[config.mk]
export PLATFORM = sky130hd
export DESIGN_NAME = uart_rx_frame_ctrl
export DESIGN_NICKNAME = d
export VERILOG_FILES = /design/src/rtl/uart_pkg.sv /design/src/rtl/uart_rx_majority_sampler.sv /design/src/rtl/uart_rx_frame_ctrl.sv
export SDC_FILE = /design/constraint.sdc
export NUM_CORES = 1
export LEC_CHECK = 0
export ABC_CLOCK_PERIOD_IN_PS = 4810
export BUFFER_PORTS_ARGS = -buffer_cell sky130_fd_sc_hd__buf_2
export CAP_MARGIN = 25
export CORE_MARGIN = 2
export CORE_UTILIZATION = 35
export DETAILED_ROUTE_END_ITERATION = 6
export SYNTH_ARGS = -nofsm -noshare
export SYNTH_HDL_FRONTEND = slang
export SYNTH_SLANG_ARGS = --single-unit
[constraint.sdc]
create_clock -name clock -period 4.81 [get_ports clock]
set_input_delay 0.962 -clock clock [delete_from_list [all_inputs] [get_ports clock]]
set_output_delay 0.962 -clock clock [all_outputs]
set_load 0.02 [all_outputs]
[src/rtl/uart_pkg.sv]
// Shared definitions for the UART receive frame controller: FSM state encoding,
// data-width limits and the minimum oversampling ratio.
package uart_pkg;

   localparam int unsigned DATA_WIDTH_MIN = 5;
   localparam int unsigned DATA_WIDTH_MAX = 9;
   localparam int unsigned MIN_PRESCALE   = 8;

   // Gray-coded along the normal frame path so neighbouring states differ in one bit.
   typedef enum logic [2:0] {
      StIdle    = 3'b000,
      StStart   = 3'b001,
      StData    = 3'b011,
      StParity  = 3'b010,
      StStop1   = 3'b110,
      StStop2   = 3'b111,
      StDone    = 3'b101,
      StBrkWait = 3'b100
   } uart_rx_state_e;

   function automatic logic maj3(input logic a, input logic b, input logic c);
      return (a & b) | (a & c) | (b & c);
   endfunction

endpackage

[src/rtl/uart_rx_majority_sampler.sv]
// Three-point majority vote around the bit centre; the voted bit is registered
// and valid while edge_cnt_i equals mid_i + 2.
module uart_rx_majority_sampler
   import uart_pkg::*;
#(
   parameter int unsigned PRESCALE_W = 6
) (
   input  logic                  clock,
   input  logic                  reset,
   input  logic                  rx_in_i,
   input  logic [PRESCALE_W-1:0] edge_cnt_i,
   input  logic [PRESCALE_W-1:0] mid_i,
   output logic                  voted_o
);

   logic s0_q;
   logic s1_q;
   logic voted_q;

   always_ff @(posedge clock or posedge reset) begin
      if (reset) begin
         s0_q    <= 1'b0;
         s1_q    <= 1'b0;
         voted_q <= 1'b0;
      end else begin
         if (edge_cnt_i == mid_i - PRESCALE_W'(1)) begin
            s0_q <= rx_in_i;
         end
         if (edge_cnt_i == mid_i) begin
            s1_q <= rx_in_i;
         end
         // Third sample is taken live and folded straight into the vote.
         if (edge_cnt_i == mid_i + PRESCALE_W'(1)) begin
            voted_q <= maj3(s0_q, s1_q, rx_in_i);
         end
      end
   end

   assign voted_o = voted_q;

endmodule

[src/rtl/uart_rx_frame_ctrl.sv]
// UART receive frame controller: oversampled start/data/parity/stop handling,
// break detection and one-cycle validated frame delivery.
module uart_rx_frame_ctrl
   import uart_pkg::*;
#(
   parameter int unsigned DATA_WIDTH = 8,
   parameter int unsigned PRESCALE_W = 6
) (
   input  logic                  clock,
   input  logic                  reset,
   input  logic                  rx_in,
   input  logic [PRESCALE_W-1:0] prescale,
   input  logic                  parity_en,
   input  logic                  parity_odd,
   input  logic                  stop_two,
   output logic [DATA_WIDTH-1:0] data_out,
   output logic                  data_valid,
   output logic                  parity_error,
   output logic                  framing_error,
   output logic                  break_detect,
   output logic                  busy
);

   localparam int unsigned BCW = $clog2(DATA_WIDTH + 1);

   if (DATA_WIDTH < DATA_WIDTH_MIN || DATA_WIDTH > DATA_WIDTH_MAX) begin : g_bad_width
      $error("uart_rx_frame_ctrl: DATA_WIDTH out of range");
   end

   uart_rx_state_e        state_q;
   logic [PRESCALE_W-1:0] edge_cnt_q;
   logic [BCW-1:0]        bit_cnt_q;
   logic [DATA_WIDTH-1:0] shift_q;
   logic [PRESCALE_W-1:0] p_last_q;
   logic [PRESCALE_W-1:0] mid_q;
   logic                  par_en_q;
   logic                  par_odd_q;
   logic                  stop_two_q;
   logic                  perr_q;
   logic                  par_bit_q;
   logic                  stop1_q;
   logic [DATA_WIDTH-1:0] data_out_q;
   logic                  data_valid_q;
   logic                  parity_error_q;
   logic                  framing_error_q;
   logic                  break_q;

   logic                  voted;
   logic [PRESCALE_W-1:0] p_even;
   logic [PRESCALE_W-1:0] p_clamp;
   logic [PRESCALE_W-1:0] edge_next;
   logic                  dec_edge;
   logic                  last_edge;
   logic                  stops_ok;
   logic                  is_break;

   uart_rx_majority_sampler #(
      .PRESCALE_W (PRESCALE_W)
   ) u_sampler (
      .clock      (clock),
      .reset      (reset),
      .rx_in_i    (rx_in),
      .edge_cnt_i (edge_cnt_q),
      .mid_i      (mid_q),
      .voted_o    (voted)
   );

   always_comb begin
      p_even    = prescale & ~PRESCALE_W'(1);
      p_clamp   = (p_even < PRESCALE_W'(MIN_PRESCALE)) ? PRESCALE_W'(MIN_PRESCALE) : p_even;
      dec_edge  = (edge_cnt_q == mid_q + PRESCALE_W'(2));
      last_edge = (edge_cnt_q == p_last_q);
      edge_next = last_edge ? '0 : edge_cnt_q + 1'b1;
      // In STOP2 the first stop was recorded earlier; otherwise the vote is the only stop.
      stops_ok  = (state_q == StStop2) ? (stop1_q & voted) : voted;
      is_break  = (shift_q == '0) && (!par_en_q || !par_bit_q) && !stops_ok;
   end

   always_ff @(posedge clock or posedge reset) begin
      if (reset) begin
         state_q         <= StIdle;
         edge_cnt_q      <= '0;
         bit_cnt_q       <= '0;
         shift_q         <= '0;
         p_last_q        <= '0;
         mid_q           <= '0;
         par_en_q        <= 1'b0;
         par_odd_q       <= 1'b0;
         stop_two_q      <= 1'b0;
         perr_q          <= 1'b0;
         par_bit_q       <= 1'b0;
         stop1_q         <= 1'b0;
         data_out_q      <= '0;
         data_valid_q    <= 1'b0;
         parity_error_q  <= 1'b0;
         framing_error_q <= 1'b0;
         break_q         <= 1'b0;
      end else begin
         data_valid_q    <= 1'b0;
         parity_error_q  <= 1'b0;
         framing_error_q <= 1'b0;
         break_q         <= 1'b0;
         edge_cnt_q      <= edge_next;

         unique case (state_q)
            StIdle: begin
               edge_cnt_q <= '0;
               if (!rx_in) begin
                  state_q    <= StStart;
                  p_last_q   <= p_clamp - 1'b1;
                  mid_q      <= p_clamp >> 1;
                  par_en_q   <= parity_en;
                  par_odd_q  <= parity_odd;
                  stop_two_q <= stop_two;
               end
            end
            StStart: begin
               if (dec_edge && voted) begin
                  state_q    <= StIdle;
                  edge_cnt_q <= '0;
               end else if (last_edge) begin
                  state_q   <= StData;
                  bit_cnt_q <= '0;
               end
            end
            StData: begin
               if (dec_edge) begin
                  shift_q <= {voted, shift_q[DATA_WIDTH-1:1]};
               end
               if (last_edge) begin
                  if (bit_cnt_q == BCW'(DATA_WIDTH - 1)) begin
                     state_q <= par_en_q ? StParity : StStop1;
                  end else begin
                     bit_cnt_q <= bit_cnt_q + 1'b1;
                  end
               end
            end
            StParity: begin
               if (dec_edge) begin
                  perr_q    <= (^shift_q ^ voted) ^ par_odd_q;
                  par_bit_q <= voted;
               end
               if (last_edge) begin
                  state_q <= StStop1;
               end
            end
            StStop1, StStop2: begin
               if (dec_edge && (state_q == StStop1)) begin
                  stop1_q <= voted;
               end
               // Frame closes on the final stop's decision edge, half a bit early for resync.
               if (dec_edge && ((state_q == StStop2) || !stop_two_q)) begin
                  state_q    <= StDone;
                  edge_cnt_q <= '0;
                  if (is_break) begin
                     break_q <= 1'b1;
                  end else begin
                     framing_error_q <= !stops_ok;
                     parity_error_q  <= par_en_q & perr_q;
                     if (stops_ok && !(par_en_q && perr_q)) begin
                        data_valid_q <= 1'b1;
                        data_out_q   <= shift_q;
                     end
                  end
               end else if (last_edge && (state_q == StStop1)) begin
                  state_q <= StStop2;
               end
            end
            StDone: begin
               edge_cnt_q <= '0;
               if (break_q) begin
                  state_q <= StBrkWait;
               end else begin
                  state_q <= rx_in ? StIdle : StStart;
               end
            end
            StBrkWait: begin
               edge_cnt_q <= '0;
               if (rx_in) begin
                  state_q <= StIdle;
               end
            end
            default: begin
               state_q    <= StIdle;
               edge_cnt_q <= '0;
            end
         endcase
      end
   end

   assign data_out      = data_out_q;
   assign data_valid    = data_valid_q;
   assign parity_error  = parity_error_q;
   assign framing_error = framing_error_q;
   assign break_detect  = break_q;
   assign busy          = (state_q != StIdle);

endmodule

# Word level (Yosys, flattened, before mapping)

Cells that the tools add are included.

Magnitude comparators: 1
Bitwise operators: 11
Reduce and logical (&&, ||, !) cells: 29
Eq/ne operators: 23
Add/sub/neg operators: 6
Muxes and demuxes: 37

Operators with widths:

| operator                                                    | number |
|---|---|
| 2-to-1 mux 3 bit                                            | 11 |
| == test 6 bit                                               | 4 |
| 2-to-1 mux 6 bit                                            | 4 |
| one-hot mux 3 bit (7 select lines)                          | 1 |
| one-hot mux 6 bit (3 select lines)                          | 1 |
| 2-to-1 mux 4 bit                                            | 4 |
| inequality test 2 bit (second input constant)               | 8 |
| 2-to-1 mux 1 bit                                            | 15 |
| == test 3 bit (second input constant)                       | 4 |
| logical AND 1 bit                                           | 8 |
| zero test 8 bit                                             | 1 |
| one-hot mux 4 bit (2 select lines)                          | 1 |
| AND reduction 2 bit                                         | 4 |
| parity 8 bit                                                | 1 |
| AND reduction 7 bit                                         | 1 |
| adder 5 x 1 -> 6 bit (second input constant)                | 1 |
| adder 5 x 2 -> 6 bit (second input constant)                | 1 |
| adder 6 x 1 -> 6 bit (second input constant)                | 1 |
| == test 3 x 2 -> 1 bit (second input constant)              | 2 |
| == test 6 x 5 -> 1 bit                                      | 1 |
| less-than comparator 6 x 4 -> 1 bit (second input constant) | 1 |
| inequality test 3 bit (second input constant)               | 2 |
| subtractor 5 x 1 -> 6 bit (second input constant)           | 1 |
| subtractor 6 x 1 -> 6 bit (second input constant)           | 1 |
| other kinds (16)                                            | 28 |

Word-level logic and storage cells: 127
Flip-flop bits (word level): 53
Bits of input ports: 12

# Depth between registers and ports, before layout

Gate-level depths: netlist (run 1).

Word-level depth: 7
Mapped depth: 9
Depth with buffers taken out: 8

# Cells and area by module

From an unflattened synthesis (run 1), not the netlist that was laid out.

Cell total of the unflattened synthesis: 310
Area total of the unflattened synthesis: 3032.9 um2

Modules (own cells, without submodules):

| module                   | sequential area each (um2) | area an instance (um2) | cells each | instances |
|---|---|---|---|---|
| uart_rx_frame_ctrl       | 1251.2                     | 2593.7                 | 260        | 1 |
| uart_rx_majority_sampler | 75.1                       | 439.2                  | 50         | 1 |

# Worst setup path after synthesis (run 1)

OpenSTA, ideal clock, no wires.

Kind: register to register
Start: reg mid_q[1]
End: reg data_out_q[0] (netlist: data_out[0])
Path buffers: 0
Library setup time: 0.125 ns
Arrival time: 2.588 ns
Path slack: 2.098 ns
Stages on the path, launching flop included: 8
Cells stage by stage: dfrtp_1 ha_1 or3b_2 a211o_1 a32oi_2 nand4_2 a211oi_4 mux2_2

Word-level cells in the longest chain between the ends: 4

Ends and longest elaborated chain:

| element                       | line                      | RTL |
|---|---|---|
| start: declaration            | uart_rx_frame_ctrl.sv:35  | `logic [PRESCALE_W-1:0] mid_q;` |
| start signal: assignment      | uart_rx_frame_ctrl.sv:111 | `mid_q <= p_clamp >> 1;` |
| adder 5 x 2 -> 6 bit          | uart_rx_frame_ctrl.sv:71  | `dec_edge = (edge_cnt_q == mid_q + PRESCALE_W'(2));` |
| == test 6 bit                 | uart_rx_frame_ctrl.sv:71  |  |
| logical AND 1 bit             | uart_rx_frame_ctrl.sv:152 | `if (dec_edge && ((state_q == StStop2) \|\| !stop_two_q)) begin` |
| AND reduction 4 bit (no line) | -                         |  |
| end signal: assignment        | uart_rx_frame_ctrl.sv:162 | `data_out_q <= shift_q;` |
| end: declaration              | uart_rx_frame_ctrl.sv:42  | `logic [DATA_WIDTH-1:0] data_out_q;` |

No other way between the ends.
A chain may end at the register's enable or synchronous reset.

# Final worst setup path (run 1)

Start: reg mid_q[2]
End: reg data_out_q[5] (netlist: data_out[5])

The elaborated chain is that of the path after synthesis.

==> metrics, run 1 <==
crit-path max cell delay 550 ps; initial antenna violation count 0; die area 9230 µm²; drt wl/cell 13.4 µm; RSZ-0062 raised after global routing no; Max Transition Viols Final 0; vias in the first global route 2057; Hold Path Cell Cnt 1; cts hold-fix bufs 0; Rel. slew slack 60.2%; drt total wl 5.72 mm; Hold Fails Final Rpt 0; Startpoint Class register; sequential fraction of the synthesis area 44.7%; Min-Delay Path Class reg -> reg; core area 8220 µm²; GRT busiest layer met2; first-pass GRT wire length 9.74 mm; cell depth of the worst setup path 7; Clk pin slew, worst setup/hold paths 90 ps; Diodes inserted 0; I/O pins 25; Area Overhead vs Synth 10.9%; Total Power 1770 µW; Avg Cell Area, Syn 9.79 µm²; GRT Util Overall 13.5%; Clock Sinks 53; CTS tree yes; routing usage on met2 21.0%; final setup vio count 0; Main synth FF type dfrtp_1; I/O Buffers 23; synthesized area 2970 µm²; total number of vias 2160; share of layout cells above drive strength 1 19.2%; Max Clock Skew 5.83 ps; gr ovfl total 0; Post-synth EDFFs 0; Setup WS pre-CTS 1630 ps; Initial Util 36.1%; Layout Nets 346; Leak 0.00157 µW; cell family with most CP delay compound AO/OA/AOI/OAI gates; Worst R2R Path Depth 7; Worst-Margin Slew 595 ps; Synth top area share 44.7%; TritonCTS Buffers 5; Initial DRT Pass Iterations 4; pwr dens 537 nW/µm²; Worst setup EP type register; max_cap viols 0; cts repair resizes 0; ANT nets after route 0; initial DRC count 111; post-synthesis cell count 303; FP Rows 33; minimum clock period 3160 ps; vias per cell 5.05; Setup Fix Bufs, Post-CTS 0; number of synthesized register bits 53; critical-path cell list ha_1 -> or3b_2 -> a211o_1 -> a32oi_2 -> nand4_2 -> a211oi_4 -> mux2_2; met1 Track Usage GR 19.4%; Final Cycle Share 65.8%; pin count of the biggest net entering global routing 35; VDD IR max 0.248 mV; Remaining DRCs 0; Syn Nets 327; die height 96.1 µm; Yosys warning total 0; Root Driver clkbuf_8; Final GP Congestion 0.780; crit path buf inv count 0; Die X-Extent 96.1 µm; H-tree levels 2; Longest Clk Path Bufs 2; status complete, no violations; Detailed Place HPWL 4.21 mm; Crit Path Class reg -> reg; CP required 5010 ps; top post-synthesis cells by area dfrtp_1 (45%), mux2_2 (6.5%), ha_1 (5.1%); Critical Path Fanout Max 9; hold_ws 507 ps; Yosys top cell by area dfrtp_1; Worst Path Arrival 3360 ps; Max Freq 316 MHz; ys async rst share 100%; setup TNS 0 ps; worst skew pair latency 310 ps; slowest CP cell a211oi_4; setup ws final 1650 ps; global-route met3 utilization 1.88%; Yosys cell types 49
-- cell usage in the layout (no fill, tap or decap), drive strengths merged, types with 5 or more instances in the layout --
cell type  count
a21oi          7
buf           24
clkbuf         7
dfrtp         53
ha            12
inv           19
mux2          17
mux2i          8
nand2         40
nand2b         7
nand3         10
nand4          5
nor2          28
nor3           7
o21ai          8
xnor2         17
xor2          10
-- synthesized netlist by cell type, types with 4 or more instances --
cell type / count
a21oi_1: 7
clkbuf_1: 8
dfrtp_1: 53
ha_1: 12
inv_1: 18
mux2_2: 17
mux2i_1: 8
nand2_1: 40
nand2b_1: 7
nand3_1: 9
nand4_1: 4
nor2_1: 28
nor3_1: 7
o21ai_0: 8
xnor2_1: 17
xor2_1: 9
-- power by group --
group          switching [µW]  internal (µW)
logic                     398            342
clock network             146            133
registers                 188            559
total                     733           1030
-- per-stage QoR --
step	utilization (%)	cell area, µm²	cells
global route	40.0	3290	428
CTS	40.0	3290	428
floorplan	-	2970	303
global placement	38.5	3170	419
finish	40.0	3290	428
detailed placement	38.8	3190	420
-- metal layers --
layer,up-vias,wire length [µm]
li1,1073,-
met1,1055,2870
met3,5,138
met5,-,0
met4,0,74
met2,27,2630
-- final timing paths --
path / startpoint / to / slack, ps
max reg2reg: mid_q[2] / data_out[5] / 1650
max in group asynchronous: reset / data_out[3] / 3640
min: p_last_q[0] / p_last_q[0] / 510
min reg2reg: p_last_q[0] / p_last_q[0] / 510
max: mid_q[2] / data_out[5] / 1650
min in group asynchronous: reset / state_q[2] / 650
-- final cells by class --
cell class	instances	area (µm²)
tap	105	131
inverter	18	67.6
multi-input combinational	220	1530
timing repair buffer	24	135
fill	801	4930
clock inverter	1	8.76
sequential	53	1330
clock buffer	7	96.3
-- sequential cells by signal (all words and copies together), names as in the netlist, 3 cells and up --
register	cells
p_last_q	6
edge_cnt_q	6
bit_cnt_q	4
shift_q	8
data_out	8
mid_q	5
state_q	3
-- cells by family (layout without fill, tap and decap cells) --
logic type | Yosys count | count (layout) | synth area share, %
buffers and inverters | 30 | 50 | 3.92
multiplexers | 25 | 25 | 9.15
AND/OR/NAND/NOR | 113 | 113 | 18.4
AO/OA/AOI/OAI | 42 | 42 | 10.2
flip-flops | 53 | 53 | 44.7
XOR/XNOR | 27 | 27 | 8.22
adder cells (fa/ha/maj) | 13 | 13 | 5.40
Note: power is estimated with default switching activity, not from simulation.
==> run 2: changes to the inputs <==
--- a/config.mk
+++ b/config.mk
@@ -5,7 +5,7 @@
 export SDC_FILE = /design/constraint.sdc
 export NUM_CORES = 1
 export LEC_CHECK = 0
-export ABC_CLOCK_PERIOD_IN_PS = 4810
+export ABC_CLOCK_PERIOD_IN_PS = 2600
 export BUFFER_PORTS_ARGS = -buffer_cell sky130_fd_sc_hd__buf_2
 export CAP_MARGIN = 25
 export CORE_MARGIN = 2
==> constraint.sdc (replaced) <==
create_clock -name clock -period 2.6 [get_ports clock]
set_input_delay 0.52 -clock clock [delete_from_list [all_inputs] [get_ports clock]]
set_output_delay 0.52 -clock clock [all_outputs]
set_load 0.02 [all_outputs]
==> run 2 against run 1 <==
Effect of this change: combinational power increased by 130%; setup slack got worse by 1600 ps; clock power grew 100%; critical endpoint unchanged; largest power group is now combinational cells; highest routed layer unchanged.
==> metrics, run 2 (synthesized netlist as in run 1, its figures left out) <==
Layout Nets 366; die area 9230 µm²; Area Overhead vs Synth 17.4%; reg2reg setup slack 10 ps; ANT nets after route 0; final setup vio count 0; Cell Count Post-Placement 435; worst r2r dst data_out[5]; status complete, no violations; H-tree levels 2; minimum clock period 2590 ps; RSZ-0062 raised after global routing yes; gr ovfl total 0; VDD IR max 0.367 mV; vias per cell 5.01; Critical Path Fanout Max 4; core area 8220 µm²; crit path buf inv count 1; commonest cells after routing, fill and taps aside dfrtp_1 (53), nand2_1 (40), nor2_1 (28); crit-path max cell delay 380 ps; Crit Path Class reg -> reg; Leak 0.00168 µW; sw frac 40.6%; I/O Buffers 23; drt wl/cell 13.7 µm; Worst Path Arrival 2790 ps; routing usage on met2 20.9%; Worst setup EP type register; pwr dens 1020 nW/µm²; vias in the first global route 2103; Clk pin slew, worst setup/hold paths 100 ps; Rel. slew slack 50.1%; Longest Clk Path Bufs 2; GRT Util Overall 13.8%; Pint 2100 µW; Final Cycle Share 99.5%; drt total wl 6.12 mm; FP Rows 33; Root Driver clkbuf_8; Diodes inserted 0; initial DRC count 108; CP required 2810 ps; Max Transition Viols Final 0; Layout Utilization 42.4%; Die X-Extent 96.1 µm; Max Clock Skew 11.3 ps; Clk pwr share 16.1%; die height 96.1 µm; reg2reg start mid_q[2]; Min-Delay Path Class in -> async; Psw 1440 µW; Initial Util 36.1%; Reg power frac 36.1%; Total Power 3540 µW; met1 Track Usage GR 19.2%; Initial DRT Pass Iterations 4; fillers 770; CP startpoint mid_q[2]; commonest non-fill, non-tap cell in the layout dfrtp_1; max_cap viols 0; critical-path cell list ha_2 -> or3b_4 -> a211o_1 -> a32oi_2 -> nand4_2 -> a211oi_4 -> clkbuf_16 -> mux2_2; Clock Sinks 53; Hold Fails Final Rpt 0; cell family with most CP delay compound AO/OA/AOI/OAI gates; Gate power share 47.8%; Worst-Margin Slew 748 ps; Post-DP Area 3310 µm²; cell depth of the worst setup path 8; slowest CP cell or3b_4; Max Freq 386 MHz; TritonCTS Buffers 5; post-route cell area 3480 µm²; CTS tree yes; Remaining DRCs 0; global-route met3 utilization 2.58%; Worst R2R Path Depth 8; total number of vias 2244; initial antenna violation count 0; GRT busiest layer met2; Final GP Congestion 0.863; destination of the critical timing path data_out[5]; worst skew pair latency 310 ps; Startpoint Class register; Final Non-Filler Cells 448; pin count of the biggest net entering global routing 37; cts hold-fix bufs 0; Detailed Place HPWL 4.46 mm; first-pass GRT wire length 9.87 mm; I/O pins 25; share of layout cells above drive strength 1 24.8%
run 2: metrics by stage:
| step | hold WS [ps] | setup slack (ps) | TNS, ps |
|---|---|---|---|
| after global placement | 476 | 55.4 | 0 |
| final | 332 | 12.5 | 0 |
| after detailed placement | 475 | 34.8 | 0 |
| after floorplan | 447 | -26.4 | -211 |
| after CTS | 348 | 25.0 | 0 |
| after global routing | 384 | -70.2 | -357 |
run 2: repair_timing:
item | 4_1_cts | 5_1_grt
hold endpoints to repair | 0 | 0
setup endpoints to repair | 0 | 15
setup buffers | 0 | 4
gates resized for setup | 0 | 3
run 2: worst min-delay path by stage:
stage | startpoint | to
after floorplan | stop_two_q | stop_two_q
after global placement | p_last_q[0] | p_last_q[0]
after detailed placement | p_last_q[0] | p_last_q[0]
after CTS | reset | par_odd_q
after global routing | parity_odd | par_odd_q
final | reset | par_odd_q
run 2: area by class of cell:
| type | instances | area (µm²) | share of cell area, % |
|---|---|---|---|
| clock buffers | 5 | 68.8 | 1.98 |
| clock inverters | 3 | 43.8 | 1.26 |
| inverters | 18 | 67.6 | 1.94 |
| multi-input cells | 220 | 1540 | 44.3 |
| flip-flops and latches | 53 | 1330 | 38.1 |
| well taps | 105 | 131 | 3.77 |
| repair buffers | 44 | 303 | 8.69 |
run 2: power groups by stage:
stage / Clock (µW) / Combinational (µW) / Sequential [µW]
floorplan: 0 / 1280 / 1200
global placement: 0 / 1580 / 1290
detailed placement: 0 / 1610 / 1300
CTS: 588 / 1620 / 1280
global route: 614 / 1900 / 1320
finish: 570 / 1690 / 1280
run 2: routing by layer:
metal	routed length (µm)	part of all wire (%)
met4	135	2.2
met2	2730	45
met5	0	0
met3	201	3.3
met1	3050	50
